===== src/rtl/fila_leitor.sv =====
// Queue reader: issues single-cycle dequeue requests, waits out the queue latency and
// hands captured words downstream on valid/ready. Define FILA_LEITOR_PREFETCH_EN for a two-entry output buffer.
module fila_leitor #(
  parameter int DATA_LAT = 2,
  parameter int HOLDOFF  = 5
) (
  input  logic       clk_10KHz,
  input  logic       reset,
  input  logic [7:0] len_in,
  input  logic [7:0] data_in,
  input  logic       enable_in,
  input  logic       ready_in,
  output logic       dequeue_out,
  output logic [7:0] data_out,
  output logic       valid_out,
  output logic       busy_out,
  output logic [7:0] words_read
);

  localparam int CW = $clog2(HOLDOFF + 1);

  typedef enum logic [1:0] {
    IDLE = 2'd0,
    REQ  = 2'd1,
    WAIT = 2'd2
  } state_t;

  state_t        state_reg, state_next;
  logic [CW-1:0] cnt_reg, cnt_next;
  logic [7:0]    words_read_reg;
  logic          capture;
  logic          transfer;
  logic          slot_free;

  // The queue's word is only valid in the WAIT cycle where cnt reaches DATA_LAT.
  assign capture = (state_reg == WAIT) && (cnt_reg == CW'(DATA_LAT));

  always_ff @(posedge clk_10KHz or posedge reset) begin
    if (reset) begin
      state_reg <= IDLE;
      cnt_reg   <= '0;
    end else begin
      state_reg <= state_next;
      cnt_reg   <= cnt_next;
    end
  end

  always_comb begin
    state_next = state_reg;
    cnt_next   = cnt_reg;
    case (state_reg)
      IDLE: begin
        cnt_next = '0;
        if (enable_in && (len_in != 8'd0) && slot_free) begin
          state_next = REQ;
        end
      end
      REQ: begin
        cnt_next   = CW'(1);
        state_next = WAIT;
      end
      WAIT: begin
        // len_in is stale until HOLDOFF cycles after the request
        if (cnt_reg == CW'(HOLDOFF - 1)) begin
          cnt_next   = '0;
          state_next = IDLE;
        end else begin
          cnt_next = cnt_reg + CW'(1);
        end
      end
      default: begin
        cnt_next   = '0;
        state_next = IDLE;
      end
    endcase
  end

  always_ff @(posedge clk_10KHz or posedge reset) begin
    if (reset) begin
      words_read_reg <= 8'd0;
    end else if (capture) begin
      words_read_reg <= words_read_reg + 8'd1;
    end
  end

  assign dequeue_out = (state_reg == REQ);
  assign busy_out    = (state_reg != IDLE);
  assign words_read  = words_read_reg;

`ifdef FILA_LEITOR_PREFETCH_EN

  // Entry 0 is the older word and drives data_out; entry 1 queues behind it.
  logic [1:0][7:0] buf_data_reg, buf_data_next;
  logic [1:0]      buf_valid_reg, buf_valid_next;

  assign slot_free = !buf_valid_reg[1];
  assign transfer  = buf_valid_reg[0] && ready_in;

  always_comb begin
    buf_data_next  = buf_data_reg;
    buf_valid_next = buf_valid_reg;
    if (transfer) begin
      if (buf_valid_reg[1]) begin
        buf_data_next[0] = buf_data_reg[1];
      end
      buf_valid_next = {1'b0, buf_valid_reg[1]};
    end
    // A capture lands in the first entry left free after any same-edge transfer.
    if (capture) begin
      if (!buf_valid_next[0]) begin
        buf_data_next[0]  = data_in;
        buf_valid_next[0] = 1'b1;
      end else begin
        buf_data_next[1]  = data_in;
        buf_valid_next[1] = 1'b1;
      end
    end
  end

  always_ff @(posedge clk_10KHz or posedge reset) begin
    if (reset) begin
      buf_data_reg  <= '0;
      buf_valid_reg <= 2'b00;
    end else begin
      buf_data_reg  <= buf_data_next;
      buf_valid_reg <= buf_valid_next;
    end
  end

  assign data_out  = buf_data_reg[0];
  assign valid_out = buf_valid_reg[0];

`else

  logic [7:0] slot_data_reg;
  logic       slot_valid_reg;

  assign slot_free = !slot_valid_reg;
  assign transfer  = slot_valid_reg && ready_in;

  // Capture wins over transfer: the new word replaces the one just taken.
  always_ff @(posedge clk_10KHz or posedge reset) begin
    if (reset) begin
      slot_data_reg  <= 8'h00;
      slot_valid_reg <= 1'b0;
    end else if (capture) begin
      slot_data_reg  <= data_in;
      slot_valid_reg <= 1'b1;
    end else if (transfer) begin
      slot_valid_reg <= 1'b0;
    end
  end

  assign data_out  = slot_data_reg;
  assign valid_out = slot_valid_reg;

`endif

endmodule


===== config.mk =====
export PLATFORM = sky130hd
export DESIGN_NAME = fila_leitor
export DESIGN_NICKNAME = d
export VERILOG_FILES = /design/src/rtl/fila_leitor.sv
export SDC_FILE = /design/constraint.sdc
export NUM_CORES = 1
export LEC_CHECK = 0
export ABC_CLOCK_PERIOD_IN_PS = 2900
export CELL_PAD_IN_SITES_DETAIL_PLACEMENT = 1
export CELL_PAD_IN_SITES_GLOBAL_PLACEMENT = 1
export CORE_UTILIZATION = 25
export DETAILED_ROUTE_END_ITERATION = 6
export PLACE_DENSITY = 0.7
export SYNTH_ARGS = -nofsm -noshare
export SYNTH_HDL_FRONTEND = slang
export SYNTH_SLANG_ARGS = --single-unit
export TNS_END_PERCENT = 50

===== constraint.sdc =====
create_clock -name clk_10KHz -period 2.9 [get_ports clk_10KHz]
set_input_delay 0.435 -clock clk_10KHz [delete_from_list [all_inputs] [get_ports clk_10KHz]]
set_output_delay 0.435 -clock clk_10KHz [all_outputs]
set_load 0.02 [all_outputs]

==> results of run 1 <==
## power by group through the flow
stage / clock (uW) / combinational [uW] / sequential [uW]
after floorplan: 0 / 227 / 477
after global placement: 0 / 473 / 422
after detailed placement: 0 / 497 / 428
after CTS: 228 / 502 / 422
after global routing: 246 / 541 / 431
final: 221 / 492 / 421
## critical path: cells and delay by family, from the launching register on
kind | cells | cell delay, ns
fa+ha+maj | 1 | 0.25
buf+inv | 3 | 0.84
flops | 1 | 0.40
## through the flow
stage | instance area, um^2 | std cells
after floorplan | 1085 | 107
after global placement | 1520 | 193
after detailed placement | 1520 | 193
after CTS | 1575 | 197
after global routing | 1575 | 197
final | 1575 | 197
## cells in the final DEF, fill, tap and decap left out
cell	instances
a21bo_2	1
dfrtp_1	22
ha_1	9
clkdlybuf4s50_1	38
xnor2_1	4
nand4_1	3
or4_4	2
inv_1	7
o21ai_0	1
nand3_1	1
nand3b_1	1
and3_1	2
clkbuf_8	4
nand2_1	30
o2111ai_1	2
nor2_1	4
xor2_1	3
nor2b_1	3
and3b_1	1
o311ai_1	2
o21a_1	2
mux2i_1	3
nor3_1	2
## how the worst min path moves through the flow
stage                              startpoint                         to  slack [ns]  cells after the start
floorplan                               reset       cnt_reg[0]$_DFF_PP0_        0.42                      1
global placement    words_read[7]$_DFFE_PP0P_  words_read[7]$_DFFE_PP0P_        0.46                      1
detailed placement    data_out[1]$_DFFE_PP0P_    data_out[1]$_DFFE_PP0P_        0.47                      2
CTS                 words_read[7]$_DFFE_PP0P_  words_read[7]$_DFFE_PP0P_        0.48                      1
global route        words_read[7]$_DFFE_PP0P_  words_read[7]$_DFFE_PP0P_        0.50                      1
finish              words_read[7]$_DFFE_PP0P_  words_read[7]$_DFFE_PP0P_        0.47                      1
## routing by layer
layer / vias to the layer above / GRT usage / wire, um
met5: - / 0 / 0
met2: 23 / 0.2252 / 1284
met4: 0 / 0.06250 / 50
met1: 443 / 0.1578 / 1154
li1: 433 / - / -
met3: 4 / 0.01833 / 95
## layout make-up
class / instances / area share
flip-flops and latches: 22 / 0.3495
multi-input cells: 76 / 0.3177
repair buffers: 38 / 0.2415
well taps: 50 / 0.03971
clock buffers: 4 / 0.03495
inverters: 7 / 0.01668
## kinds of logic after synthesis
| family | after synthesis | synth area share |
|---|---|---|
| AO/OA/AOI/OAI | 8 | 0.05997 |
| XOR/XNOR | 7 | 0.05652 |
| adder cells (fa/ha/maj) | 9 | 0.1038 |
| buffers and inverters | 9 | 0.03115 |
| flip-flops | 22 | 0.5075 |
| multiplexers | 3 | 0.02768 |
| AND/OR/NAND/NOR | 49 | 0.2134 |
==> impl_metrics.yaml, run 1 <==
finish:
  antenna_cells: 0
  drive_above_1_share: 0.04762
  fillCellCount: 474
  final_nets: 177
  multi_input_area_um2: 500.5
  ff_latch_area_um2: 550.5
  fin_util: 0.3855
  area_delta_synth_final_pct: 45.21
drt:
  dr_total_vias: 903
  drc: 0
  wl_per_cell_um: 13.12
  wirelength_mm: 2.585
  dr.pass1.iters: 3
  antenna_left: 0
  viasPerCell: 4.584
  drt_iter0_markers: 19
yosys:
  syn_avg_cell_area_um2: 10.14
  synthTopCellsByCount: "nand2_1, dfrtp_1, ha_1"
  yosysMostFrequentCell: "nand2_1"
  yosysWarnings: 0
  yosys_most_used_dff: "dfrtp_1"
  synthTopCellsByArea: "dfrtp_1, ha_1, nand2_1"
  synth-edff-count: 0
  synth_nets: 136
  synth_seq_cells: 22
  yosysTopAreaCellShare: 0.5075
  ys_types: 22
  netlist_instances: 107
  netlist.top_cell.by_area: "dfrtp_1"
  synth.cell_area_mm2: 0.001085
  yosysSeqAreaShare: 0.5075
  async_flop_share: 1.000
clock_network:
  cts_tree: "done"
  cts_buffers: 3
  cts_root_buf: "clkbuf_8"
  hold_buffers: 0
  clkSinkCount: 22
  htree_num_levels: 1
  clk_pin_slew_ns: 0.08
  cts_setup_buffers: 0
  cts_resized: 0
  worstSkewPairLatency_ns: 0.26
  clockBufferDepth: 2
die:
  die_width_um: 67.87
  core_mm2: 0.004086
  start_util: 0.2655
  io_pins: 39
  die_area_mm2: 0.004606
  die_h_um: 67.87
  rows: 23
timing:
  fin_crit_ns: 2.178
  timing_hold_violations_final: 0
  slew_headroom: 0.4315
  fin_skew_ns: 0.004201
  finalSetupViolations: 0
  tns_ns: 0
  holdWs_ns: 0.4736
  setup_ws_ns: 0.7216
  grt_setup_unrepaired: "no"
  worst_pin_slew_ns: 0.8518
  fmax_mhz: 459.0
  period_share: 0.7512
  maxSlewViolCount: 0
place:
  dp_hpwl_mm: 2.012
  portBuffers: 38
  gp_congestion: 0.7415
  post-place-ws_ns: 0.9842
global_route:
  grt_remaining_overflow: 0
  grt_pass1_wl_mm: 4.395
  grt_usage: 0.1303
  antenna_found_initial: 0
  first_global_vias: 964
  grt_start_max_net_pins: 23
worst_setup_path:
  crit_chain: "inv_1 > ha_1 > inv_1 > clkdlybuf4s50_1"
  rrSetupSlack_ns: 1.05
  setup.worst_path.start: "state_reg[0]$_DFFE_PP0P_"
  cp_slowest_cell: "clkdlybuf4s50_1"
  end_kind: "output pin"
  r2r-end: "words_read[7]$_DFFE_PP0P_"
  arrival_ns: 1.74
  rr_startpoint: "state_reg[0]$_DFFE_PP0P_"
  cp_data_required_time_ns: 2.47
  cp-endpoint: "busy_out"
  setup.worst_path.class: "flip-flop to output pin"
  rr_worst_depth: 5
  setup.worst_path.start_class: "flip-flop"
  crit_top_cell: "inv_1"
  critPathMaxFanout: 4
  max_stage_delay_ns: 0.62
pwr:
  p_int_uw: 730.0
  comb_power_share: 0.434
  p_seq_frac: 0.371
  p_leak_uw: 0.0007218
  p_clk_frac: 0.195
  power_switching_share: 0.3560
  powerDensity_mw_per_mm2: 719.6
  power.switching_uw: 403.5
  p_total_uw: 1134
  ir_drop_v: 0.0002385
status:
  status: "completed"
flow_run:
  max-cap-violations: 0
min_path:
  min_path_type: "flip-flop to flip-flop"
Power figures use the tool's default switching activity.
==> run 2, diff against run 1 <==
Settings changed: ABC_CLOCK_PERIOD_IN_PS 2900 to 2180.
Clock period 2.9 ns to 2.18 ns, I/O delays scaled along.
==> run 2 against run 1 <==
Against the previous run:
- clock skew is 0.0020 ns lower
- critical path depth is 1 lower
- clock power is 36% higher
- core utilization is 0.61 points higher
- global-route usage is 1.1 points higher
- sequential power is 34% higher
- combinational power is 33% higher
- largest power group unchanged
==> impl_metrics.yaml, run 2 (synthesis gave the netlist of run 1 again) <==
status:
  status: "completed"
worst_setup_path:
  setup.worst_path.start_class: "flip-flop"
  cp.buffers_inverters: 2
  end_kind: "output pin"
  critPathMaxFanout: 5
  setup.worst_path.class: "flip-flop to output pin"
  crit_chain: "inv_1 > ha_1 > clkdlybuf4s50_1"
  cp_data_required_time_ns: 1.85
  cp_slowest_cell: "clkdlybuf4s50_1"
  cpLargestDelayFamily: "buffers and inverters"
  arrival_ns: 1.66
  max_stage_delay_ns: 0.61
clock_network:
  cts_root_buf: "clkbuf_8"
  cts_tree: "done"
  clkSinkCount: 22
  hold_buffers: 0
  clk_pin_slew_ns: 0.08
  cts_setup_buffers: 0
  clockBufferDepth: 2
  worstSkewPairLatency_ns: 0.27
  cts_buffers: 3
  htree_num_levels: 1
die:
  die_area_mm2: 0.004606
  die_width_um: 67.87
  io_pins: 39
  start_util: 0.2655
  core_mm2: 0.004086
  die_h_um: 67.87
  rows: 23
finish:
  mostFrequentLayoutCells: "clkdlybuf4s50_1, nand2_1, dfrtp_1, ha_1, inv_1"
  fin_util: 0.3916
  layout_commonest_cell: "clkdlybuf4s50_1"
  antenna_cells: 0
  drive_above_1_share: 0.06667
  area_delta_synth_final_pct: 47.52
  final_nets: 180
global_route:
  grt_start_max_net_pins: 23
  grt_usage: 0.1411
  antenna_found_initial: 0
  grt_remaining_overflow: 0
  grt_pass1_wl_mm: 4.671
  first_global_vias: 973
drt:
  wl_per_cell_um: 13.67
  dr.pass1.iters: 4
  drt_iter0_markers: 54
  viasPerCell: 4.515
  dr_total_vias: 903
  drc: 0
  wirelength_mm: 2.733
  antenna_left: 0
timing:
  grt_setup_unrepaired: "no"
  timing_hold_violations_final: 0
  fin_crit_ns: 1.982
  slew_headroom: 0.8032
  tns_ns: 0
  fmax_mhz: 504.4
  maxSlewViolCount: 0
  fin_skew_ns: 0.002151
  finalSetupViolations: 0
  period_share: 0.9094
  worst_pin_slew_ns: 0.2953
flow_run:
  max-cap-violations: 0
place:
  portBuffers: 38
  dp_hpwl_mm: 2.085
  gp_congestion: 0.6989
pwr:
  powerDensity_mw_per_mm2: 950.6
  p_leak_uw: 0.0007431
  ir_drop_v: 0.0003094
min_path:
  min_path_type: "input pin to async pin"
==> run 2: layer usage <==
metal | vias to the layer above | track usage | wire length [um] | part of all wire
met1 | 433 | 0.1626 | 1223 | 0.45
met5 | - | 0 | 0 | 0
met2 | 26 | 0.2488 | 1360 | 0.50
li1 | 439 | - | - | -
met4 | 0 | 0.08594 | 71 | 0.026
met3 | 5 | 0.01500 | 78 | 0.029
==> run 2: per-stage QoR <==
| stage | hold WS, ns | cell area (um^2) | instances | total power, uW | worst slack (ns) |
|---|---|---|---|---|---|
| floorplan | 0.3162 | 1085 | 107 | 937.6 | 0.6739 |
| global placement | 0.4581 | 1543 | 196 | 1194 | 0.3992 |
| detailed placement | 0.4633 | 1543 | 196 | 1238 | 0.3734 |
| CTS | 0.3961 | 1598 | 200 | 1554 | 0.06617 |
| global route | 0.4141 | 1600 | 200 | 1630 | 0.1260 |
| finish | 0.3896 | 1600 | 200 | 1521 | 0.1976 |
==> run 2: timing repair <==
item | CTS | global route
gates resized for setup | 0 | 1
hold endpoints to repair | 0 | 0
setup endpoints to repair | 0 | 1
==> run 2: tightest hold or removal path, cell delays in order <==
cell	delay, ns
clkdlybuf4s50_1	0.39
inv_1	0.05
buf_4	0.28
==> run 2: power breakdown <==
group,internal (uW),leakage (uW),switching (uW)
registers,498,0.000267,68.8
logic,313,0.000448,343
clock network,161,0.0000288,138
total,971,0.000743,550
==> run 2: final cells by class <==
cell class              instances  area [um^2]
multi-input cells              76        500.5
repair buffers                 41        405.4
flip-flops and latches         22        550.5
clock buffers                   4        55.05
inverters                       7        26.28
fillers                       482         2486
well taps                      50        62.56
==> run 2: worst paths after layout <==
kind	slack [ns]	end	from	cells past startpoint
worst max-delay path	0.20	dequeue_out	state_reg[1]$_DFFE_PP0P_	3
worst min-delay path	0.39	data_out[2]$_DFFE_PP0P_	reset	3
worst max register to register	0.56	words_read[2]$_DFFE_PP0P_	state_reg[0]$_DFFE_PP0P_	6
worst min register to register	0.48	data_out[4]$_DFFE_PP0P_	data_out[4]$_DFFE_PP0P_	2
max in group asynchronous	1.56	data_out[0]$_DFFE_PP0P_	reset	3
min in group clk_10KHz	0.48	data_out[4]$_DFFE_PP0P_	data_out[4]$_DFFE_PP0P_	2
